[src/rtl/imem_pkg.sv]
// Shared types and constants for the instruction-SRAM port controller.
// Response-owner encoding, default bus widths and the fetch NOP word.
package imem_pkg;

  localparam int unsigned IMEM_AW      = 10;
  localparam int unsigned IMEM_DW      = 32;
  localparam int unsigned STARVE_CNT_W = 4;

  // Instruction substituted by fetch consumers when no valid word is available
  localparam logic [31:0] IMEM_NOP = 32'h0000_0013;

  typedef enum logic [1:0] {
    R_NONE  = 2'd0,
    R_FETCH = 2'd1,
    R_LDR   = 2'd2
  } resp_owner_t;

endpackage

[src/rtl/imem_starve_cnt.sv]
// Loader starvation guard: counts consecutive fetch wins while the loader waits
// and flags when the loader must be given the next slot.
module imem_starve_cnt
  import imem_pkg::*;
#(
  parameter int unsigned LIMIT = 4
) (
  input  logic clk,
  input  logic rst_n,
  input  logic ldr_req_i,
  input  logic fetch_gnt_i,
  input  logic ldr_gnt_i,
  output logic starve_o
);

  logic [STARVE_CNT_W-1:0] cnt_q, cnt_d;
  logic                    starve_q, starve_d;

  // Flag is registered from the next count so it equals (cnt_q == LIMIT)
  always_comb begin
    cnt_d = cnt_q;
    if (!ldr_req_i || ldr_gnt_i) begin
      cnt_d = '0;
    end else if (fetch_gnt_i) begin
      cnt_d = cnt_q + STARVE_CNT_W'(1);
    end
    starve_d = (cnt_d == STARVE_CNT_W'(LIMIT));
  end

  always_ff @(posedge clk or negedge rst_n) begin
    if (!rst_n) begin
      cnt_q    <= '0;
      starve_q <= 1'b0;
    end else begin
      cnt_q    <= cnt_d;
      starve_q <= starve_d;
    end
  end

  assign starve_o = starve_q;

endmodule

[src/rtl/imem_port_ctrl.sv]
// Single-port instruction SRAM arbiter: fetch refill vs. loader/debug port.
// Optional loader starvation guard built when IMEM_ARB_STARVE_GUARD_EN is defined.
module imem_port_ctrl
  import imem_pkg::*;
#(
  parameter int unsigned AW           = IMEM_AW,
  parameter int unsigned DW           = IMEM_DW,
  parameter int unsigned STARVE_LIMIT = 4
) (
  input  logic          clk,
  input  logic          resetn,
  input  logic          fetch_req_i,
  input  logic [AW-1:0] fetch_addr_i,
  input  logic          flush_i,
  output logic          fetch_gnt_o,
  output logic          fetch_rvalid_o,
  output logic [DW-1:0] fetch_rdata_o,
  input  logic          ldr_req_i,
  input  logic          ldr_we_i,
  input  logic [AW-1:0] ldr_addr_i,
  input  logic [DW-1:0] ldr_wdata_i,
  output logic          ldr_gnt_o,
  output logic          ldr_rvalid_o,
  output logic [DW-1:0] ldr_rdata_o,
  output logic          sram_ceb_o,
  output logic          sram_web_o,
  output logic [AW-1:0] sram_a_o,
  output logic [DW-1:0] sram_d_o,
  input  logic [DW-1:0] sram_q_i
);

  if (STARVE_LIMIT < 1 || STARVE_LIMIT > (2 ** STARVE_CNT_W) - 1) begin : g_bad_limit
    $error("imem_port_ctrl: STARVE_LIMIT out of range");
  end

  resp_owner_t   resp_q, resp_d;
  logic [AW-1:0] a_q, a_d;
  logic [DW-1:0] d_q, d_d;
  logic          starve_fire;

`ifdef IMEM_ARB_STARVE_GUARD_EN
  logic starve;

  imem_starve_cnt #(
    .LIMIT (STARVE_LIMIT)
  ) u_starve_cnt (
    .clk         (clk),
    .rst_n       (resetn),
    .ldr_req_i   (ldr_req_i),
    .fetch_gnt_i (fetch_gnt_o),
    .ldr_gnt_i   (ldr_gnt_o),
    .starve_o    (starve)
  );

  assign starve_fire = starve & ldr_req_i;
`else
  assign starve_fire = 1'b0;
`endif

  always_ff @(posedge clk or negedge resetn) begin
    if (!resetn) begin
      resp_q <= R_NONE;
      a_q    <= '0;
      d_q    <= '0;
    end else begin
      resp_q <= resp_d;
      a_q    <= a_d;
      d_q    <= d_d;
    end
  end

  // Same-cycle arbitration; address/data hold their last value when idle
  always_comb begin
    fetch_gnt_o = 1'b0;
    ldr_gnt_o   = 1'b0;
    resp_d      = R_NONE;
    sram_ceb_o  = 1'b1;
    sram_web_o  = 1'b1;
    a_d         = a_q;
    d_d         = d_q;
    if (resetn) begin
      if (fetch_req_i && !flush_i && !starve_fire) begin
        fetch_gnt_o = 1'b1;
      end else if (ldr_req_i) begin
        ldr_gnt_o = 1'b1;
      end
    end
    if (fetch_gnt_o) begin
      sram_ceb_o = 1'b0;
      a_d        = fetch_addr_i;
      d_d        = ldr_wdata_i;
      resp_d     = R_FETCH;
    end else if (ldr_gnt_o) begin
      sram_ceb_o = 1'b0;
      sram_web_o = !ldr_we_i;
      a_d        = ldr_addr_i;
      d_d        = ldr_wdata_i;
      resp_d     = ldr_we_i ? R_NONE : R_LDR;
    end
    sram_a_o = a_d;
    sram_d_o = d_d;
  end

  // Flush in the response cycle drops stale fetch data; loader data always returns
  always_comb begin
    fetch_rvalid_o = (resp_q == R_FETCH) && !flush_i;
    ldr_rvalid_o   = (resp_q == R_LDR);
    fetch_rdata_o  = fetch_rvalid_o ? sram_q_i : '0;
    ldr_rdata_o    = ldr_rvalid_o ? sram_q_i : '0;
  end

endmodule

[config.mk]
export PLATFORM = sky130hd
export DESIGN_NAME = imem_port_ctrl
export DESIGN_NICKNAME = d
export VERILOG_FILES = /design/src/rtl/imem_pkg.sv /design/src/rtl/imem_starve_cnt.sv /design/src/rtl/imem_port_ctrl.sv
export SDC_FILE = /design/constraint.sdc
export NUM_CORES = 1
export LEC_CHECK = 0
export ABC_CLOCK_PERIOD_IN_PS = 2300
export BUFFER_PORTS_ARGS = -buffer_cell sky130_fd_sc_hd__buf_2
export CAP_MARGIN = 0
export CORE_AREA = 2 2 78 80
export CTS_CLUSTER_DIAMETER = 80
export DETAILED_ROUTE_END_ITERATION = 6
export DIE_AREA = 0 0 80 82
export PLACE_DENSITY = 0.91
export SLEW_MARGIN = 0
export SYNTH_ARGS = -nofsm -noshare
export SYNTH_HDL_FRONTEND = slang
export SYNTH_HIERARCHICAL = 1
export SYNTH_SLANG_ARGS = --single-unit
export TNS_END_PERCENT = 1
[constraint.sdc]
create_clock -name clk -period 2.3 [get_ports clk]
set_clock_uncertainty 0.2 [all_clocks]
set_input_delay 0.23 -clock clk [delete_from_list [all_inputs] [get_ports clk]]
set_output_delay 0.23 -clock clk [all_outputs]
set_load 0.02 [all_outputs]
; ---- Yosys cells after proc, flatten, opt, wreduce, memory -nomap -nowiden
; Cells that the tools add are included.
[word_totals]
regBits = 44
in_bits = 90
out_inout_bits = 112
elab_cells = 27
[classes]
n_eq_ne = 2
mux = 18
reduce_logical = 4
[op_table]
columns = operator, count
row1 = $mux 32, 4
row2 = $mux 10, 2
row3 = $mux 1, 9
row4 = $mux 2, 3
row5 = $eq 2x1->1 const B, 1
row6 = $eq 2x2->1 const B, 1
row7 = $logic_and 1x1->1, 2
row8 = $logic_not 1->1, 2

; ---- Logic depth before layout (Yosys ltp)
[logic_depth]
ltp_word = 6
ltp_mapped = 4
ltp_nobuf = 3

; ---- Worst setup path before layout
; No wires, ideal clock.
[synth_path]
kind = register to output
start = register resp_q[1]
end = output port fetch_rdata_o[22]
arrival_ps = 1282
required_time_ps = 1870
setup_slack_ps = 588
stages_incl_launch_ff = 4
path_buffers = 1
path_cell_list = dfrtp_1 nor3b_2 clkbuf_1 and2_1
[synth_between]
elab_chain_len = 3
[synth_rtl]
columns = item, line
row1 = from (decl), imem_port_ctrl.sv:36  ; resp_owner_t resp_q, resp_d;
row2 = from (signal assigned), imem_port_ctrl.sv:66  ; resp_q <= resp_d;
row3 = $eq 2x1->1, imem_port_ctrl.sv:106  ; fetch_rvalid_o = (resp_q == R_FETCH) && !flush_i;
row4 = $logic_and 1x1->1, imem_port_ctrl.sv:106
row5 = via fetch_rvalid_o, imem_port_ctrl.sv:16  ; output logic fetch_rvalid_o,
row6 = $mux 32, imem_port_ctrl.sv:108  ; fetch_rdata_o = fetch_rvalid_o ? sram_q_i : '0;
row7 = to (decl), imem_port_ctrl.sv:17  ; output logic [DW-1:0] fetch_rdata_o,
; The timed path passes the listed nets, and every way through them passes these cells.

; ---- Worst setup path in the final report
[layout_path]
start = register resp_q[1]
end = output port fetch_rdata_o[21]
[layout_between]
elab_chain_len = 3
[layout_rtl]
columns = item, line
row1 = $eq 2x1->1, imem_port_ctrl.sv:106
row2 = $logic_and 1x1->1, imem_port_ctrl.sv:106
row3 = $mux 32, imem_port_ctrl.sv:108
; Every way passes these cells.

==> flow_summary.json <==
{
  "status": "finished clean",
  "power.internal_mw": 1.39,
  "grt_pass1_vias": 2347,
  "rows": 28,
  "worstSetupEndpointType": "primary output",
  "portBuffers": 201,
  "finalSetupViolations": 0,
  "start_util_pct": 38.4,
  "hold_path.class": "input port to flop",
  "p_switching_mw": 0.676,
  "dieWidth_um": 80,
  "place_hpwl_mm": 5.56,
  "cts_tree": "done",
  "p_per_area_mw_per_mm2": 544,
  "fin_nets": 528,
  "io_pins": 202,
  "core_area_sq_mm": 0.00575,
  "rsz0062_at_grt": "no",
  "crit_fanout": 33,
  "drc": 0,
  "yosysWarnings": 6,
  "cp.arrival_ps": 1500,
  "multi_input_area_sq_mm": 0.00103,
  "ant_nets": 0,
  "yosysSeqAreaShare_pct": 49.9,
  "h-tree-depth": 2,
  "min_period_ps": 1930,
  "cts_sinks": 44,
  "fin_util_pct": 66.2,
  "first_pass_iters": 4,
  "area_growth_pct": 72.3,
  "tns_ps": 0,
  "timing.reg2reg.setup_slack_ps": 1320,
  "synth-seq-cells": 44,
  "synth_area_per_cell_sq_um": 11.3,
  "synth_cell_types": 18,
  "dr_total_vias": 2400,
  "routed_wl_mm": 7.83,
  "syn-instance-count": 195,
  "slew_viol_final": 0,
  "critical_path_class": "flop to primary output",
  "drive_gt1_share_pct": 56.8,
  "place_inst": 463,
  "seqCellArea_sq_mm": 0.00110,
  "drtIter0Drc": 66,
  "final_cells": 514,
  "antenna_found_initial": 2,
  "max_freq_ghz": 0.519,
  "synth_fp_nets": 285,
  "required_ps": 1870,
  "drv_cap": 0,
  "synth_area_sq_mm": 0.00221,
  "grt.overflow.total": 0,
  "gp_congestion": 0.720,
  "pwr-share-comb_pct": 33.9,
  "holdWs_ps": 11.7,
  "die_h_um": 82,
  "grt_pass1_wl_mm": 11.3,
  "path_clk_slew_ps": 80,
  "cts-buffers-inserted": 5,
  "peakVddDrop_v": 0.000520,
  "leakage_nw": 2.06,
  "grt_max_degree": 41,
  "die_area_sq_mm": 0.00656,
  "period_share_pct": 83.8,
  "cts.path.max_buffers": 2,
  "worstSkewPairLatency_ps": 280,
  "p_clk_share_pct": 22.0,
  "worst_pin_slew_ps": 496,
  "p_sw_share_pct": 32.6,
  "start_kind": "flop",
  "clockRootBuffer": "clkbuf_8",
  "vias_per_cell": 4.67,
  "cts_resized": 0,
  "grt_usage_pct": 22.6,
  "final-hold-violation-count": 0,
  "p_seq_share_pct": 44.1,
  "slew_headroom_pct": 67.0,
  "fillers": 459,
  "routedWlPerCell_um": 15.2
}
[cells by family after synthesis]
kind of cell | share of synthesized area (%)
multiplexers | 16.3
flip-flops | 49.9
AO/OA/AOI/OAI | 6.97
buffers and inverters | 3.57
AND/OR/NAND/NOR | 23.2
[Yosys cell counts]
| cell | n | share of area, % |
|---|---|---|
| and2_0 | 1 | 0.28 |
| buf_6 | 3 | 1.5 |
| inv_1 | 1 | 0.17 |
| buf_1 | 1 | 0.17 |
| nor2b_4 | 1 | 0.62 |
| o21ai_4 | 1 | 0.74 |
| and2_1 | 64 | 18 |
| nand3b_1 | 1 | 0.34 |
| nor2_1 | 1 | 0.17 |
| mux2_2 | 32 | 16 |
| dfrtp_1 | 44 | 50 |
| nand2_1 | 2 | 0.34 |
| nor2b_1 | 1 | 0.28 |
| clkbuf_1 | 10 | 1.7 |
| nor3_1 | 11 | 2.5 |
| nor3b_2 | 1 | 0.57 |
| o2bb2ai_1 | 10 | 4.0 |
| o21ai_0 | 10 | 2.3 |
[registers in the layout (all words and copies together), names as in the netlist]
register / flops
d_q: 32
a_q: 10
resp_q: 2
[through the flow]
step / setup slack, ps / area, sq um / total power, mW
CTS: 365 / 3780 / 2.08
floorplan: 588 / 2210 / 1.30
global route: 258 / 3800 / 2.18
finish: 373 / 3800 / 2.07
global placement: 456 / 3290 / 1.54
detailed placement: 376 / 3290 / 1.57
[layout by cell type, fill, tap and decap left out]
| cell type | count |
|---|---|
| clkbuf_8 | 5 |
| clkinvlp_4 | 1 |
| nor2_1 | 1 |
| nor3_1 | 11 |
| buf_12 | 1 |
| and2_1 | 64 |
| diode_2 | 1 |
| o2bb2ai_1 | 10 |
| buf_4 | 5 |
| o21ai_4 | 1 |
| nand3b_1 | 1 |
| nor3b_2 | 1 |
| dlygate4sd3_1 | 43 |
| nor2b_4 | 1 |
| nor2b_1 | 1 |
| buf_2 | 201 |
| clkinv_2 | 1 |
| nand2_1 | 2 |
| mux2_2 | 32 |
| inv_1 | 1 |
| o21ai_0 | 10 |
| dfrtp_1 | 44 |
| and2_0 | 1 |
[path summary, 6_finish.rpt]
check | startpoint | to | depth (start not counted)
worst max-delay path | resp_q[1] | fetch_rdata_o[21] | 4
worst min-delay path | ldr_wdata_i[0] | d_q[0] | 2
worst max register to register | d_q[18] | d_q[18] | 1
worst min register to register | d_q[11] | d_q[11] | 1
max in group asynchronous | resetn | d_q[6] | 3
min in group asynchronous | resetn | a_q[6] | 2
[power by group through the flow]
stage          Clock (mW)  Sequential (mW)  Combinational (mW)
2_1_floorplan           0            0.915               0.384
3_3_place_gp            0            0.921               0.622
3_5_place_dp            0            0.928               0.638
4_1_cts             0.470            0.912               0.694
5_1_grt             0.503            0.923               0.752
6_report            0.456            0.912               0.702
[per-layer routing]
metal | vias to the layer above | global-route usage, % | wire (um)
met4 | 2 | 6.78 | 86
met1 | 1126 | 23.8 | 2820
li1 | 1139 | - | -
met3 | 10 | 5.82 | 664
met2 | 123 | 43.8 | 4240
met5 | - | 0 | 16
[layout make-up]
type,instances,area share (%)
Multi-Input combinational cell,136,27.0
Tap cell,75,2.47
Antenna cell,1,0.0658
Timing Repair Buffer,250,39.3
Clock buffer,5,1.81
Clock inverter,2,0.329
Inverter,1,0.0987
Sequential cell,44,28.9
[worst max-delay path, stage by stage (launching register included)]
cell	delay, ps
dfrtp_1	390
nor3b_2	170
buf_4	280
and2_1	200
buf_2	170
[what timing repair did]
item                                    in CTS  in global routing
hold buffers                                41                  2
setup buffers                                0                  0
hold endpoints to repair                    53                  2
endpoints found under the setup margin       0                  0
Power figures use the tool's default switching activity.
